<file path="src/rtl/hdmi_seq_pkg.sv">
// Shared types and constants for the HDMI mode-change sequencer.
package hdmi_seq_pkg;

    localparam int unsigned MODE_W  = 8;
    localparam int unsigned RETRY_W = 4;

    typedef logic [MODE_W-1:0] mode_t;

    // 1080p-class default, matches entry 0 of reconf_rom
    localparam mode_t DEFAULT_MODE = 8'h00;

    typedef enum logic [3:0] {
        WAIT_LOCK,
        SETTLE,
        ADV_RESTART,
        WAIT_ADV,
        RUN,
        BLANK,
        RECONF,
        WAIT_UNLOCK,
        FAIL
    } seq_state_e;

endpackage

</file>
<file path="src/rtl/hdmi_mode_sequencer_lock_sync.sv">
// Two-flop synchroniser bringing pll_locked into the hdmi_clock domain.
module lock_sync (
    input  logic clk_i,
    input  logic rst_i,
    input  logic async_i,
    output logic sync_o
);

    logic meta_q;
    logic sync_q;

    always_ff @(posedge clk_i or posedge rst_i) begin
        if (rst_i) begin
            meta_q <= 1'b0;
            sync_q <= 1'b0;
        end else begin
            meta_q <= async_i;
            sync_q <= meta_q;
        end
    end

    assign sync_o = sync_q;

endmodule

</file>
<file path="src/rtl/hdmi_mode_sequencer.sv">
// Owns the HDMI mode-change ordering: blank, PLL reconf, relock, settle, ADV restart, run.
// HDMI_SEQ_LOCKLOSS_RECOVERY_EN: re-run the boot path on PLL lock loss while running.
module hdmi_mode_sequencer
    import hdmi_seq_pkg::*;
#(
    parameter int unsigned BLANK_CYCLES   = 16,
    parameter int unsigned UNLOCK_TIMEOUT = 4096,
    parameter int unsigned LOCK_TIMEOUT   = 1048576,
    parameter int unsigned LOCK_STABLE    = 256,
    parameter int unsigned SETTLE_CYCLES  = 65536,
    parameter int unsigned ADV_TIMEOUT    = 1048576,
    parameter int unsigned MAX_RETRIES    = 3,
    parameter int unsigned CNT_W          = 24
) (
    input  logic  clock_i,
    input  logic  reset_i,
    input  logic  req_valid_i,
    input  mode_t req_mode_i,
    output logic  req_ready_o,
    input  logic  pll_locked_i,
    output logic  reconf_strobe_o,
    output mode_t reconf_data_o,
    output logic  adv_restart_o,
    input  logic  adv_ready_i,
    output logic  video_enable_o,
    output logic  busy_o,
    output logic  done_o,
    output logic  fail_o,
    output mode_t current_mode_o,
    output logic  lockloss_seen_o
);

    seq_state_e         state_q, state_d;
    logic [CNT_W-1:0]   cnt_q, cnt_d;
    logic [CNT_W-1:0]   stab_q, stab_d;
    logic [RETRY_W-1:0] retry_q, retry_d;
    mode_t              target_q, target_d;
    logic               lock_s;
    logic               accept_c;
    logic               same_mode_c;

    lock_sync u_lock_sync (
        .clk_i   (clock_i),
        .rst_i   (reset_i),
        .async_i (pll_locked_i),
        .sync_o  (lock_s)
    );

    assign accept_c    = req_valid_i && req_ready_o;
    assign same_mode_c = (req_mode_i == current_mode_o);

    // Next-state, retry and timer logic
    always_comb begin
        state_d  = state_q;
        target_d = target_q;
        retry_d  = retry_q;

        unique case (state_q)
            BLANK: begin
                if (cnt_q >= CNT_W'(BLANK_CYCLES - 1)) state_d = RECONF;
            end
            RECONF: state_d = WAIT_UNLOCK;
            WAIT_UNLOCK: begin
                // Timeout still proceeds: the PLL may relock faster than we can see the drop
                if (!lock_s || cnt_q >= CNT_W'(UNLOCK_TIMEOUT - 1)) state_d = WAIT_LOCK;
            end
            WAIT_LOCK: begin
                if (lock_s && stab_q >= CNT_W'(LOCK_STABLE - 1)) begin
                    state_d = SETTLE;
                end else if (cnt_q >= CNT_W'(LOCK_TIMEOUT - 1)) begin
                    retry_d = retry_q + RETRY_W'(1);
                    state_d = (32'(retry_q) >= MAX_RETRIES) ? FAIL : RECONF;
                end
            end
            SETTLE: begin
                if (cnt_q >= CNT_W'(SETTLE_CYCLES - 1)) state_d = ADV_RESTART;
            end
            ADV_RESTART: state_d = WAIT_ADV;
            WAIT_ADV: begin
                if (adv_ready_i) begin
                    state_d = RUN;
                end else if (cnt_q >= CNT_W'(ADV_TIMEOUT - 1)) begin
                    retry_d = retry_q + RETRY_W'(1);
                    state_d = (32'(retry_q) >= MAX_RETRIES) ? FAIL : ADV_RESTART;
                end
            end
            RUN: begin
                if (accept_c) begin
                    retry_d = '0;
                    if (!same_mode_c) begin
                        target_d = req_mode_i;
                        state_d  = BLANK;
                    end
`ifdef HDMI_SEQ_LOCKLOSS_RECOVERY_EN
                end else if (!lock_s) begin
                    target_d = current_mode_o;
                    state_d  = WAIT_LOCK;
`endif
                end
            end
            FAIL: begin
                if (accept_c) begin
                    retry_d  = '0;
                    target_d = req_mode_i;
                    state_d  = BLANK;
                end
            end
            default: state_d = WAIT_LOCK;
        endcase

        if (state_d == RUN) retry_d = '0;

        cnt_d = (state_d != state_q) ? '0 : ((&cnt_q) ? cnt_q : cnt_q + CNT_W'(1));

        stab_d = '0;
        if (state_q == WAIT_LOCK && state_d == WAIT_LOCK && lock_s)
            stab_d = (&stab_q) ? stab_q : stab_q + CNT_W'(1);
    end

    // State and registered outputs, decoded from the upcoming state
    always_ff @(posedge clock_i or posedge reset_i) begin
        if (reset_i) begin
            state_q         <= WAIT_LOCK;
            cnt_q           <= '0;
            stab_q          <= '0;
            retry_q         <= '0;
            target_q        <= DEFAULT_MODE;
            req_ready_o     <= 1'b0;
            reconf_strobe_o <= 1'b0;
            reconf_data_o   <= '0;
            adv_restart_o   <= 1'b0;
            video_enable_o  <= 1'b0;
            busy_o          <= 1'b1;
            done_o          <= 1'b0;
            fail_o          <= 1'b0;
            current_mode_o  <= DEFAULT_MODE;
        end else begin
            state_q         <= state_d;
            cnt_q           <= cnt_d;
            stab_q          <= stab_d;
            retry_q         <= retry_d;
            target_q        <= target_d;
            req_ready_o     <= (state_d == RUN || state_d == FAIL) && !accept_c;
            reconf_strobe_o <= (state_d == RECONF);
            reconf_data_o   <= (state_d == RECONF) ? target_d : '0;
            adv_restart_o   <= (state_d == ADV_RESTART);
            video_enable_o  <= (state_d == RUN);
            busy_o          <= !(state_d == RUN || state_d == FAIL);
            done_o          <= (state_d == RUN) && (state_q != RUN || accept_c);
            fail_o          <= (state_d == FAIL);
            if (state_d == RUN && state_q != RUN) current_mode_o <= target_d;
        end
    end

`ifdef HDMI_SEQ_LOCKLOSS_RECOVERY_EN
    assign lockloss_seen_o = 1'b0;
`else
    logic lockloss_q;

    // Status only: a lock drop while running is recorded until the next request
    always_ff @(posedge clock_i or posedge reset_i) begin
        if (reset_i)                            lockloss_q <= 1'b0;
        else if (accept_c)                      lockloss_q <= 1'b0;
        else if (state_q == RUN && !lock_s)     lockloss_q <= 1'b1;
    end

    assign lockloss_seen_o = lockloss_q;
`endif

endmodule

</file>
<file path="config.mk">
export PLATFORM = sky130hd
export DESIGN_NAME = hdmi_mode_sequencer
export DESIGN_NICKNAME = d
export VERILOG_FILES = /design/src/rtl/hdmi_seq_pkg.sv /design/src/rtl/hdmi_mode_sequencer_lock_sync.sv /design/src/rtl/hdmi_mode_sequencer.sv
export SDC_FILE = /design/constraint.sdc
export NUM_CORES = 1
export LEC_CHECK = 0
export ABC_AREA = 1
export CAP_MARGIN = 20
export CORE_MARGIN = 5
export CORE_UTILIZATION = 45
export CTS_BUF_LIST = sky130_fd_sc_hd__clkbuf_16
export DETAILED_ROUTE_END_ITERATION = 16
export GPL_TIMING_DRIVEN = 0
export HOLD_SLACK_MARGIN = 0.06
export PLACE_DENSITY = 0.77
export REMOVE_ABC_BUFFERS = 1
export SETUP_SLACK_MARGIN = 0.4
export SLEW_MARGIN = 10
export SYNTH_ARGS = -nofsm -noshare
export SYNTH_HDL_FRONTEND = slang
export SYNTH_HIERARCHICAL = 1
export SYNTH_SLANG_ARGS = --single-unit
</file>
<file path="constraint.sdc">
create_clock -name clock_i -period 2.7 [get_ports clock_i]
set_input_delay 0.54 -clock clock_i [delete_from_list [all_inputs] [get_ports clock_i]]
set_output_delay 0.54 -clock clock_i [all_outputs]
set_load 0.01 [all_outputs]
</file>
==> results.txt <==
In this run the worst hold path is classified as reg2reg. Among all stages on the critical path, the largest delay is contributed by sky130_fd_sc_hd__clkdlybuf4s50_1. The placeable core area is 0.0103 mm², and the post-route antenna net violation count is 0.

The routed layout has 3851 vias. The post-route netlist has 15.7% of its cells at a drive strength greater than 1. H-tree depth reported by CTS: 3.

The flow ran to the end, and the final reports show no timing, DRC or antenna violations. After detailed placement, the design holds a cell count of 764. Register bit total from synthesis: 90. The most used flip-flop cell after synthesis is sky130_fd_sc_hd__dfrtp_1.

The final cycle utilization of the critical path was 80.2%. The final setup skew was 0.0119 ns; the standard-cell row count was 37. The cell accounting for the most synthesized area was sky130_fd_sc_hd__dfrtp_1. The run gives 0 as the number of maximum-capacitance violations. First-pass GRT wire length: 16200 µm. The layout filler cell count is 887. Number of sinks driven by the clock tree: 90. The tools report the number of design-rule violations left by the first detailed-router iteration as 232. The average size of a mapped cell was 8.15 µm²; the synthesis-to-layout area growth was 22.6%. The total power per unit cell area was 544 mW/mm²; the fraction of post-synthesis cell area in the top cell type by area was 46.9%.

In this run, synthesis inferred 0 flip-flops with an integrated enable. Global routing used 15.4% of the available tracks. Among all cell types in the netlist, the one instantiated most often is sky130_fd_sc_hd__nand2_1. Synthesis instantiated 36 different standard cells from the library.

Walking the worst path, the cells encountered are clkdlybuf4s50_1 -> inv_1 -> nand2_1 -> nand2_1 -> inv_1 -> nand2_1 -> nor2_1 -> nand2_1 -> nand2_1 -> nand3_1 -> nor2_2 -> nand3_1 -> nand2_2 -> nand2_8 -> nor3_1. Ranked by total cell area, the synthesized netlist is headed by sky130_fd_sc_hd__dfrtp_1 47%, sky130_fd_sc_hd__nand2_1 11%, sky130_fd_sc_hd__inv_1 6.2%, sky130_fd_sc_hd__nor2_1 5.9%, sky130_fd_sc_hd__nand3_1 4.3%. The slew at the pin closest to its max-slew limit was 0.531 ns; the data arrival time of the critical path was 2.41 ns. The number of antenna cells inserted was 0. The nature of the critical path startpoint was an input pin.

The tree is rooted in a sky130_fd_sc_hd__clkbuf_16. The total count of hold-check failures in the final report was 0; the clock period minus worst slack was 2.16 ns. The proportion of synthesized flip-flops having asynchronous set or reset is 100%, and the yosys synthesis warning count is 6. STA puts the critical path data required time at 2.95 ns. For this design, the CTS-stage hold fixing added 0 buffers. The cell class contributing the biggest share of worst-path delay was simple AND/OR/NAND/NOR gates. The synthesized netlist occupies a cell area of 0.00475 mm². The aggregate global routing overflow came out at 0.

The first TritonRoute pass finished after 5 iterations. The tools report the portion of the post-synthesis area used by sequential elements as 47.5%. Across the VDD grid, the largest voltage drop is 410 µV. The clock slew seen by the registers of the worst setup and hold paths works out to 0.06 ns.

Setup repair after global routing could not meet its margin everywhere. The critical path is of the in2reg type. Ranked by instance count, the synthesized netlist is headed by 138 x sky130_fd_sc_hd__nand2_1, 89 x sky130_fd_sc_hd__dfrtp_1, 78 x sky130_fd_sc_hd__inv_1. Once layout is complete, the cells apart from fillers number 787. Number of global-route vias before repair: 3675. The initial antenna violation count came out at 0. The most numerous cell type found on the critical path is sky130_fd_sc_hd__nand2_1. The logs give 0.00531 mm² for the instance area after placement and 0.00582 mm² for the finished layout cell area.

Total buffers and inverters traversed by the critical path: 3. TritonCTS created 9 clock buffers. For this run, the slowest stage of the critical path takes 0.50 ns. The floorplan step defined a die boundary enclosing 0.0127 mm². The maximum achievable frequency was 462 MHz; the maximum buffer depth of the clock tree was 2. The final-report max-slew violation count is 0, and the number of port buffers is 36. The initial utilization of the core area, before any placement, comes to 46.0%. The worst pin sits at a relative slew slack of 64.3%.

For the net total in the final layout, the log shows 663. The die is 113 µm tall. In the routed layout, each cell is associated on average with a via count of 4.89. After legalization and detailed placement, the total HPWL measured 6650 µm.

After detailed routing, the average wire length per cell comes to 12.6 µm. The critical path capture point type was a register. For this run, design rule violations remaining after detail routing come to 0.

Setup violations remaining at the end of the flow were counted as 0. The run gives 37 as the number of ports placed on the die boundary. For the clock network latency to the later pin of the worst-skew pair, the log shows 0.34 ns.

The maximum net fanout on the critical path is 12. TritonCTS built the clock tree. For this design the static power due to leakage is 0.00293 µW. After detailed routing, the total wire length is 9920 µm. Entering global routing, the biggest net connects 61 pins. The placer's final routability congestion estimate was 0.863. The logs give 0 ns for the sum of negative setup slack and 582 for the post-synthesis cell count. The die span in x was 113 µm.
-- layout make-up --
cell class                 instances  area (µm²)  area share (%)
clock buffer                       9         225            3.87
clock inverter                     6         115            1.98
inverter                          88         333            5.72
multi-input combinational        417        2290            39.4
sequential                        90        2250            38.7
tap                              136         170            2.92
timing repair buffer              41         430            7.40
-- sequential cells by signal (all words and copies together) (netlist names), 4 cells and up --
name	cells
state_q	4
current_mode_o	8
cnt_q	24
target_q	8
reconf_data_o	8
stab_q	24
retry_q	4
-- report_power, final --
part | internal, µW | switching (µW) | leakage [µW] | total, µW
sequential | 1400 | 43.0 | 0.00113 | 1440
clock | 904 | 526 | 0.000162 | 1430
combinational | 125 | 173 | 0.00164 | 297
-- routing by layer --
| layer | wire length, µm | up-vias | track usage [%] | part of all wire, % |
|---|---|---|---|---|
| li1 | - | 1942 | - | - |
| met1 | 4290 | 1816 | 18.8 | 43 |
| met2 | 5110 | 85 | 26.8 | 51 |
| met3 | 438 | 8 | 3.21 | 4.4 |
| met4 | 89 | 0 | 5.61 | 0.90 |
| met5 | 0 | - | 0 | 0 |
-- cells by family (layout without fill, tap and decap cells) --
group | after synthesis | in the layout | share of synthesized area [%]
AO/OA/AOI/OAI | 35 | 35 | 3.82
flip-flops | 90 | 90 | 47.5
buffers and inverters | 94 | 144 | 8.09
XOR/XNOR | 22 | 22 | 4.06
AND/OR/NAND/NOR | 336 | 340 | 35.4
adder cells (fa/ha/maj) | 3 | 3 | 0.791
other | 1 | 16 | 0.0790
multiplexers | 1 | 1 | 0.237
-- final timing paths --
kind	start	endpoint	slack [ns]	depth (start not counted)
max	req_mode_i[2]	cnt_q[6]	0.54	15
min	u_lock_sync/meta_q	u_lock_sync/sync_o	0.35	0
max reg2reg	cnt_q[0]	cnt_q[6]	0.54	15
min reg2reg	u_lock_sync/meta_q	u_lock_sync/sync_o	0.35	0
max in group asynchronous	reset_i	busy_o	1.46	3
min in group asynchronous	reset_i	u_lock_sync/meta_q	0.45	2
-- cell usage in the layout (no fill, tap or decap), types with 3 or more instances in the layout --
cell type,netlist,routed
sky130_fd_sc_hd__xor2_1,15,15
sky130_fd_sc_hd__ha_1,3,3
sky130_fd_sc_hd__clkbuf_16,0,9
sky130_fd_sc_hd__clkdlybuf4s50_1,0,36
sky130_fd_sc_hd__nand3_4,2,5
sky130_fd_sc_hd__buf_4,0,3
sky130_fd_sc_hd__nor3_1,13,12
sky130_fd_sc_hd__dfrtp_1,89,89
sky130_fd_sc_hd__o21ai_1,2,7
sky130_fd_sc_hd__nor3_2,20,21
sky130_fd_sc_hd__conb_1,1,16
sky130_fd_sc_hd__bufinv_16,0,3
sky130_fd_sc_hd__nand2_4,5,8
sky130_fd_sc_hd__nand3_2,3,3
sky130_fd_sc_hd__xnor2_1,7,7
sky130_fd_sc_hd__nor2_2,5,6
sky130_fd_sc_hd__nand2_1,138,133
sky130_fd_sc_hd__nand2_2,11,14
sky130_fd_sc_hd__nor2_1,75,72
sky130_fd_sc_hd__nor2_4,5,7
sky130_fd_sc_hd__inv_1,78,77
sky130_fd_sc_hd__nand3_1,41,40
sky130_fd_sc_hd__o21ai_0,24,18
sky130_fd_sc_hd__a21oi_1,6,6
sky130_fd_sc_hd__nand4_1,12,12
sky130_fd_sc_hd__inv_2,10,10
-- metrics by stage --
step	worst slack, ns	utilization (%)	hold WS, ns	total power, µW
finish	0.536	56.4	0.355	3170
global placement	-1.44	51.1	0.342	1720
floorplan	-0.117	-	0.281	1650
detailed placement	-0.161	51.4	0.338	1740
CTS	0.352	54.8	0.358	3170
global route	0.376	56.4	0.370	3290
-- timing repair --
item | CTS | global route
gates resized for setup | 1 | 25
setup endpoints to repair | 25 | 54
buffers inserted | 0 | 4
gates cloned | 0 | 4
pin swaps | 1 | 5
No activity file was read; power rests on OpenSTA's default activity.
